<file path="src/rtl/clock_gen.sv">
// clock_gen: N_CH independent divided-clock / tick outputs derived from one system clock,
// reprogrammed through a single shared valid/ready slot applied at each channel's terminal count.
module clock_gen #(
   parameter int  N_CH        = 2,
   parameter int  DIV_W       = 16,
   parameter int  DEFAULT_DIV = 2,
   localparam int CH_W        = (N_CH > 1) ? $clog2(N_CH) : 1
) (
   input  logic             clk,
   input  logic             rst_n,
   input  logic             cfg_valid,
   output logic             cfg_ready,
   input  logic [CH_W-1:0]  cfg_ch,
   input  logic [DIV_W-1:0] cfg_div,
   input  logic             cfg_mode,
   input  logic [N_CH-1:0]  run_en,
   output logic [N_CH-1:0]  out_clk,
   output logic [N_CH-1:0]  tick
);

   typedef enum logic [1:0] {ST_STOP, ST_RUN, ST_DRAIN} ch_state_t;

   logic             pending;
   logic [CH_W-1:0]  pend_ch;
   logic [DIV_W-1:0] pend_div;
   logic             pend_mode;
   logic [N_CH-1:0]  apply;

   assign cfg_ready = !pending;

   // Out-of-range channel requests complete the handshake but are dropped.
   always_ff @(posedge clk or negedge rst_n) begin
      if (!rst_n) begin
         pending   <= 1'b0;
         pend_ch   <= '0;
         pend_div  <= DIV_W'(1);
         pend_mode <= 1'b0;
      end else if (pending) begin
         if (|apply) pending <= 1'b0;
      end else if (cfg_valid && (int'(cfg_ch) < N_CH)) begin
         pending   <= 1'b1;
         pend_ch   <= cfg_ch;
         pend_div  <= (cfg_div == '0) ? DIV_W'(1) : cfg_div;
         pend_mode <= cfg_mode;
      end
   end

   for (genvar i = 0; i < N_CH; i++) begin : g_ch
      ch_state_t        state, state_nxt;
      logic [DIV_W-1:0] cnt, cnt_nxt, div, div_nxt, div_use;
      logic             mode, mode_nxt, mode_use;
      logic             oc, oc_nxt, tk, tk_nxt;
      logic             sel, counting, apply_ch;

      always_ff @(posedge clk or negedge rst_n) begin
         if (!rst_n) begin
            state <= ST_STOP;
            cnt   <= '0;
            div   <= DIV_W'(DEFAULT_DIV);
            mode  <= 1'b0;
            oc    <= 1'b0;
            tk    <= 1'b0;
         end else begin
            state <= state_nxt;
            cnt   <= cnt_nxt;
            div   <= div_nxt;
            mode  <= mode_nxt;
            oc    <= oc_nxt;
            tk    <= tk_nxt;
         end
      end

      always_comb begin
         sel       = pending && (int'(pend_ch) == i);
         state_nxt = state;
         cnt_nxt   = cnt;
         div_nxt   = div;
         mode_nxt  = mode;
         oc_nxt    = oc;
         tk_nxt    = 1'b0;
         div_use   = div;
         mode_use  = mode;
         counting  = 1'b0;
         apply_ch  = 1'b0;

         case (state)
            ST_STOP: begin
               // A stopped channel takes the new setting immediately, even on its start edge.
               if (sel) begin
                  apply_ch = 1'b1;
                  div_use  = pend_div;
                  mode_use = pend_mode;
               end
               if (run_en[i]) begin
                  counting  = 1'b1;
                  state_nxt = ST_RUN;
               end
            end
            ST_RUN: begin
               if (!run_en[i] && (mode || !oc)) begin
                  state_nxt = ST_STOP;
                  cnt_nxt   = '0;
                  oc_nxt    = 1'b0;
               end else begin
                  counting = 1'b1;
                  if (!run_en[i]) state_nxt = ST_DRAIN;
               end
            end
            ST_DRAIN: begin
               counting = 1'b1;
               if (run_en[i]) state_nxt = ST_RUN;
            end
            default: state_nxt = ST_STOP;
         endcase

         if (counting) begin
            if (cnt == div_use - DIV_W'(1)) begin
               cnt_nxt = '0;
               tk_nxt  = 1'b1;
               oc_nxt  = mode_use | ~oc;
               // Terminal count without run_en ends a drain; the pending request waits an edge.
               if (!run_en[i]) state_nxt = ST_STOP;
               else if (sel && (state != ST_STOP)) apply_ch = 1'b1;
            end else begin
               cnt_nxt = cnt + DIV_W'(1);
               oc_nxt  = mode_use ? 1'b0 : oc;
            end
         end

         if (apply_ch) begin
            div_nxt  = pend_div;
            mode_nxt = pend_mode;
            if (pend_mode != mode) oc_nxt = 1'b0;
         end
      end

      assign apply[i]   = apply_ch;
      assign out_clk[i] = oc;
      assign tick[i]    = tk;
   end

endmodule

</file>
<file path="config.mk">
export PLATFORM = sky130hd
export DESIGN_NAME = clock_gen
export DESIGN_NICKNAME = d
export VERILOG_FILES = /design/src/rtl/clock_gen.sv
export SDC_FILE = /design/constraint.sdc
export NUM_CORES = 1
export LEC_CHECK = 0
export ABC_AREA = 1
export BUFFER_PORTS_ARGS = -buffer_cell sky130_fd_sc_hd__buf_2
export CAP_MARGIN = 30
export CORE_MARGIN = 8
export CORE_UTILIZATION = 25
export CTS_BUF_LIST = sky130_fd_sc_hd__clkbuf_8
export DETAILED_ROUTE_END_ITERATION = 6
export REMOVE_ABC_BUFFERS = 1
export SLEW_MARGIN = 30
export SYNTH_ARGS = -nofsm -noshare
export SYNTH_HDL_FRONTEND = slang
export SYNTH_SLANG_ARGS = --single-unit
</file>
<file path="constraint.sdc">
create_clock -name clk -period 3.85 [get_ports clk]
set_input_delay 0.1925 -clock clk [delete_from_list [all_inputs] [get_ports clk]]
set_output_delay 0.1925 -clock clk [all_outputs]
set_load 0.02 [all_outputs]
</file>
# Yosys cells after proc, flatten, opt, wreduce, memory -nomap -nowiden
# Cells that the tools add are included.
dict set report classes {
  n_addsub 4
  eq_ne 8
  mux 70
  n_bitwise 6
  n_reduce_logical 28
}
# operator n
set op_table {}
lappend op_table {{$mux 16} 13}
lappend op_table {{$mux 1} 41}
lappend op_table {{$add 16x1->16 const B} 2}
lappend op_table {{$eq 16x16->1} 2}
lappend op_table {{$sub 16x1->16 const B} 2}
lappend op_table {{$mux 2} 12}
lappend op_table {{$logic_not 16->1} 1}
lappend op_table {{$reduce_bool 2->1} 6}
lappend op_table {{$pmux 2 s2} 2}
lappend op_table {{$logic_and 1x1->1} 6}
lappend op_table {{$pmux 1 s3} 2}
lappend op_table {{$reduce_and 2->1} 3}
lappend op_table {{$reduce_or 2->1} 3}
lappend op_table {{$logic_not 1->1} 5}
lappend op_table {{$eq 2x1->1 const B} 2}
lappend op_table {{$eq 2x2->1 const B} 2}
lappend op_table {{$logic_not 2->1} 2}
lappend op_table {{$not 1->1} 4}
lappend op_table {{$logic_or 1x1->1} 2}
lappend op_table {{$ne 1x1->1} 2}
lappend op_table {{$or 1x1->1} 2}
dict set report totals {
  ff_bits 93
  input_bits 23
}

# Depth between registers and ports, before layout
dict set report depth {
  depth_word 11
  mapped_depth 23
}

# Least setup slack after synthesis
# No wires, ideal clock.
dict set report synth_timing {
  path_type {register to register}
  start {reg pending}
  end {reg pending}
  arrival_ns 2.415
  t_required_ns 3.726
  slack_ns 1.312
  path_stages_with_launch 20
  n_path_buf 2
  path_cell_list {dfrtp_1 nand2_2 inv_2 nand2_4 buf_6 nand2_1 o21ai_1 ha_1 nand3_1 nor2_1 nand2_1 nand3_1 nand2_1 nor2_1 nand2_1 nor2_1 nand4_4 nand2_8 buf_12 o21bai_1}
}
dict set report synth_between {
  elab_chain_cells 10
  word_cells_on_any_way 27
  classes_between {2 x add/sub; 2 x eq/ne; 18 x mux; 5 x reduce/logical}
}
# item line_no
set synth_rtl {}
lappend synth_rtl {{start: declaration} 23} ;# logic pending;
lappend synth_rtl {{start signal: assignment} 34} ;# pending <= 1'b0;
lappend synth_rtl {{start signal: assignment} 39} ;# if (|apply) pending <= 1'b0;
lappend synth_rtl {{start signal: assignment} 41} ;# pending <= 1'b1;
lappend synth_rtl {{$logic_and 1x1->1} 74} ;# sel = pending && (int'(pend_ch) == i);
lappend synth_rtl {{$mux 16 / $mux 1 (equally long branches)} 89} ;# if (sel) begin
lappend synth_rtl {{$mux 16 / $mux 1 (equally long branches)} 86} ;# case (state)
lappend synth_rtl {{$sub 16x1->16 / $mux 1 (equally long branches)} {117, 123}}
lappend synth_rtl {{$eq 16x16->1 / $mux 1 (equally long branches)} {117, 122}}
lappend synth_rtl {{$mux 1} 117} ;# if (cnt == div_use - DIV_W'(1)) begin
lappend synth_rtl {{$mux 1} 116} ;# if (counting) begin
lappend synth_rtl {{$reduce_or 2->1} 39}
lappend synth_rtl {{$mux 1} 39}
lappend synth_rtl {{$mux 1 (*)} 38} ;# end else if (pending) begin
# Every way passes the cells marked *; elsewhere a longest branch is shown, timed or not.
# A chain may end at the register's enable or synchronous reset.

# Worst setup path after layout
dict set report layout_timing {
  start {reg pending}
  end {reg g_ch[1].oc}
}
dict set report layout_between {
  elab_chain_cells 9
  word_cells_on_any_way 20
  classes_between {1 x add/sub; 1 x eq/ne; 15 x mux; 1 x bitwise; 2 x reduce/logical}
}
# item line_no
set layout_rtl {}
lappend layout_rtl {{$logic_and 1x1->1 (*)} 74}
lappend layout_rtl {{$mux 16} 89}
lappend layout_rtl {{$mux 16} 86}
lappend layout_rtl {{$sub 16x1->16} 117}
lappend layout_rtl {{$eq 16x16->1} 117}
lappend layout_rtl {{$mux 1} 117}
lappend layout_rtl {{$mux 1} 116}
lappend layout_rtl {{$mux 1} 133} ;# if (pend_mode != mode) oc_nxt = 1'b0;
lappend layout_rtl {{$mux 1 (*)} 130} ;# if (apply_ch) begin
lappend layout_rtl {{net g_ch[1].oc_nxt} 52} ;# logic oc, oc_nxt, tk, tk_nxt;
lappend layout_rtl {{end signal: assignment} 68} ;# oc <= oc_nxt;
lappend layout_rtl {{end: declaration} 52}
# The timed path passes the listed nets; every way through them passes the cells marked *.

==> impl.org <==
** Final layout
- Layout Nets :: 1027
- For this run, the number of standard cells in the final layout without fillers is 1346.
- For this run, the share of the core covered by cells in the final layout is 27.3%.
- Ratio of cells with drive above 1 in the final layout :: 11.9%
- Area Growth Syn to Fin :: 8.67%
- The repair_antennas step left the layout with diodes totalling 0.
- Fill cells in the final layout number 3003.

** STA
- Shortest clock period the worst path allows after layout :: 3.37 ns
- Based on the critical path, the design can be clocked at up to 296 MHz.
- Final Hold Vio Count :: 0
- Worst hold slack across all endpoints :: 0.0258 ns
- The final critical path takes up 87.7% of the cycle.
- Summed over all failing endpoints, the final setup total negative slack is 0 ns.
- For the final database, setup skew stands at 0.0119 ns.
- The worst pin sits at a relative slew slack of 45.3%.
- Worst Tran Pin Value :: 0.819 ns
- Final-report max-slew violation count :: 0
- Unrepaired setup endpoints after global routing :: no
- Setup violations remaining at the end of the flow were counted as 0.

** Outcome
- The run finished with clean final reports.

** Synth
- Gate count of the mapped netlist :: 982
- A synthesized cell averages 6.80 µm².
- Part of the Yosys area used for sequential elements :: 34.9%
- The synthesized design contains 0 enable-type register cells.
- Post-synthesis cell type count :: 41
- The most used flip-flop cell after synthesis is sky130_fd_sc_hd__dfrtp_1.
- For this run, the number of Yosys warnings is 0.
- Counting flops with an async set or reset pin after synthesis yields a share of 100%.
- Register bit count reported by yosys :: 93
- Post-Syn Area :: 6680 µm²

** Worst setup path
- STA classifies the critical path endpoint as a flop.
- Arrival time worst endpoint :: 3.66 ns
- STA classifies the critical path startpoint as a flop.
- Cell family with the largest share of critical-path delay :: simple AND/OR/NAND/NOR gates
- Crit-path most repeated cell :: sky130_fd_sc_hd__nand2_1
- The critical path in this run is classified as flop to flop.
- Counting both buffers and inverters, the worst setup path holds a total of 2.
- Ordered cell list for the critical path :: nand2_2 -> inv_2 -> nand2_4 -> nand2_1 -> o21ai_1 -> ha_1 -> nand2_1 -> nor2_2 -> nand2_1 -> nand2_1 -> nand2_1 -> nor2_1 -> nand2_1 -> nor2_1 -> nand3_2 -> nand2_1 -> nand2_1 -> nand2_1 -> nand2_1 -> nand2_1 -> inv_1
- Worst path max stage delay :: 0.45 ns
- STA puts the critical path data required time at 4.13 ns.
- Slowest stage cell on the critical path :: sky130_fd_sc_hd__dfrtp_1
- Worst Path Max Fanout :: 40

** Power
- Dividing total power by cell area gives a power density of 703 nW/µm².
- The analysis attributes to cell leakage a power of 3.57 nW.
- Peak supply drop :: 0.000207 V

** Clock tree
- CTS placed an instance of sky130_fd_sc_hd__clkbuf_8 at the clock tree root.
- Setup repair bufs after CTS :: 0
- Clock-pin slew was measured on the worst setup and hold paths at 0.09 ns.
- Clock tree synthesis found a total of 93 sinks.
- TritonCTS built the clock tree.
- The clock passes through at most 2 buffers.
- Once the clock tree was built, the resizer swapped 0 gates to a different size.
- Worst-skew pair later-pin latency :: 0.38 ns
- Counting the buffers created by CTS gives 9.
- For this design, the CTS-stage hold fixing added 2 buffers.
- Number of H-tree levels :: 3

** Drt
- For this run, design rule violations remaining after detail routing come to 0.
- After detailed routing, the average wire length per cell comes to 12.9 µm.
- Number of antenna-violating nets in the routed design :: 0
- The first routing iteration left 484 violations.
- Dividing the detail-routed via count by the number of cells gives 4.52.
- The pre-antenna-repair detailed-routing pass consisted of 5 iterations.
- Total vias in the final route :: 6078
- The final layout contains routed wiring with a total length of 17.3 mm.

** Placed design
- GP Congestion :: 0.889
- Cells after DPL :: 1328
- Detail Placement HPWL :: 13.6 mm
- Count of input and output buffers :: 27

** Floorplanning
- Area enclosed by the die boundary :: 32200 µm²
- In this run the standard cell core region covers 26600 µm².
- Die height :: 179 µm
- Top Ports :: 28
- In this run the horizontal extent of the chip is 179 µm.
- Standard-cell row count :: 60
- The initial utilization of the core area, before any placement, comes to 25.1%.

** GRT
- Across every metal layer, demand over resource in global routing totals 10.9%.
- Entering global routing, the biggest net connects 69 pins.
- The initial antenna violation count came to 0.
- First-pass GRT wire length :: 29.2 mm
- Global routing finished with a remaining overflow of 0.
- Vias in the first global route :: 5785

** Min path
- In this run the worst hold path is classified as input port to flop.

** Flow run
- Maxcap violations :: 0
==> final cells by class <==
cell class              count  area, µm²  share of cell area [%]
multi-input cells         719       3570                    49.2
flip-flops and latches     93       2330                    32.1
inverters                 142        533                    7.34
well taps                 341        427                    5.88
repair buffers             35        206                    2.84
clock buffers              10        138                    1.90
clock inverters             6       56.3                   0.776
==> stage by stage <==
stage,area (µm²),setup WS (ns),power [mW]
2_1_floorplan,6430,0.742,3.73
3_3_place_gp,7040,0.540,4.40
3_5_place_dp,7040,0.488,4.44
4_1_cts,7260,0.469,5.13
5_1_grt,7260,0.0667,5.65
6_report,7260,0.475,5.11
==> worst paths after layout <==
| kind | slack [ns] | from | endpoint | cells past startpoint |
|---|---|---|---|---|
| max in group asynchronous | 2.66 | rst_n | pend_div[13] | 3 |
| max | 0.48 | pending | g_ch[1].oc | 21 |
| min reg2reg | 0.49 | g_ch[1].div[1] | g_ch[1].div[1] | 2 |
| min in group asynchronous | 0.39 | rst_n | g_ch[1].cnt[2] | 2 |
| max reg2reg | 0.48 | pending | g_ch[1].oc | 21 |
| min | 0.03 | cfg_mode | pend_mode | 3 |
==> synth_stat cells (all sizes together) (4+ instances only) <==
cell type	number	area share, %
nand2	345	21
inv	140	7.9
o21ai	99	8.5
dfrtp	90	34
nor2	81	5.8
nand3	75	5.8
nand4	29	3.0
xor2	25	3.3
buf	21	3.3
a21oi	14	1.0
nor3	10	0.75
clkbuf	7	0.39
nor4	7	0.66
o22ai	7	0.66
ha	4	0.75
==> routing by layer <==
layer | GRT usage [%] | up-vias | share of wire, %
met5 | 0 | - | 0
met4 | 2.67 | 0 | 1.4
met3 | 2.40 | 18 | 4.8
met2 | 18.3 | 109 | 47
met1 | 13.9 | 2792 | 47
li1 | - | 3159 | -
==> flip-flops by register name (all words and copies together), names as in the netlist <==
signal      cells
g_ch.cnt       32
g_ch.div       32
pend_div       16
g_ch.state      4
g_ch.mode       2
g_ch.oc         2
g_ch.tk         2
pend_ch         1
pend_mode       1
pending         1
==> power breakdown <==
part	total, mW	internal, mW	switching (mW)	leakage, nW
sequential	1.52	1.26	0.261	1.21
clock	0.668	0.313	0.356	0.109
combinational	2.92	0.941	1.97	2.26
==> logic make-up after synthesis <==
group / count (synthesis) / share of synthesized area [%]
adders and majority gates: 4 / 0.749
DFF: 93 / 34.9
AOI/OAI and AO/OA: 133 / 11.7
xor gates and xnor gates: 28 / 3.67
and+or+nand+nor: 554 / 37.3
buffers and inverters: 170 / 11.7
==> placed cells by master (no fill, tap or decap), types with 3 or more instances in the layout <==
master,instances
sky130_fd_sc_hd__o31ai_1,3
sky130_fd_sc_hd__o21ai_0,53
sky130_fd_sc_hd__inv_2,3
sky130_fd_sc_hd__inv_1,139
sky130_fd_sc_hd__dfrtp_1,90
sky130_fd_sc_hd__xnor2_1,3
sky130_fd_sc_hd__dfstp_2,3
sky130_fd_sc_hd__clkbuf_8,10
sky130_fd_sc_hd__nor2_1,59
sky130_fd_sc_hd__nor4_1,7
sky130_fd_sc_hd__nand2_4,4
sky130_fd_sc_hd__nor2_4,5
sky130_fd_sc_hd__nand2_1,327
sky130_fd_sc_hd__nor2_2,17
sky130_fd_sc_hd__nand3b_1,3
sky130_fd_sc_hd__buf_2,26
sky130_fd_sc_hd__a21oi_1,14
sky130_fd_sc_hd__nor3_1,10
sky130_fd_sc_hd__nand4_1,27
sky130_fd_sc_hd__xor2_1,25
sky130_fd_sc_hd__or2_2,3
sky130_fd_sc_hd__o21bai_1,3
sky130_fd_sc_hd__o2111ai_1,3
sky130_fd_sc_hd__o22ai_1,7
sky130_fd_sc_hd__nand2_2,13
sky130_fd_sc_hd__o21ai_1,26
sky130_fd_sc_hd__nand3_1,73
sky130_fd_sc_hd__ha_1,4
sky130_fd_sc_hd__o21ai_2,20
sky130_fd_sc_hd__buf_4,6
==> tightest hold or removal path, cell delays in order <==
cell and delay, ns:
sky130_fd_sc_hd__buf_2 0.08, sky130_fd_sc_hd__nand2_1 0.04, sky130_fd_sc_hd__o21ai_0 0.06
(Power assumes the default switching activity.)
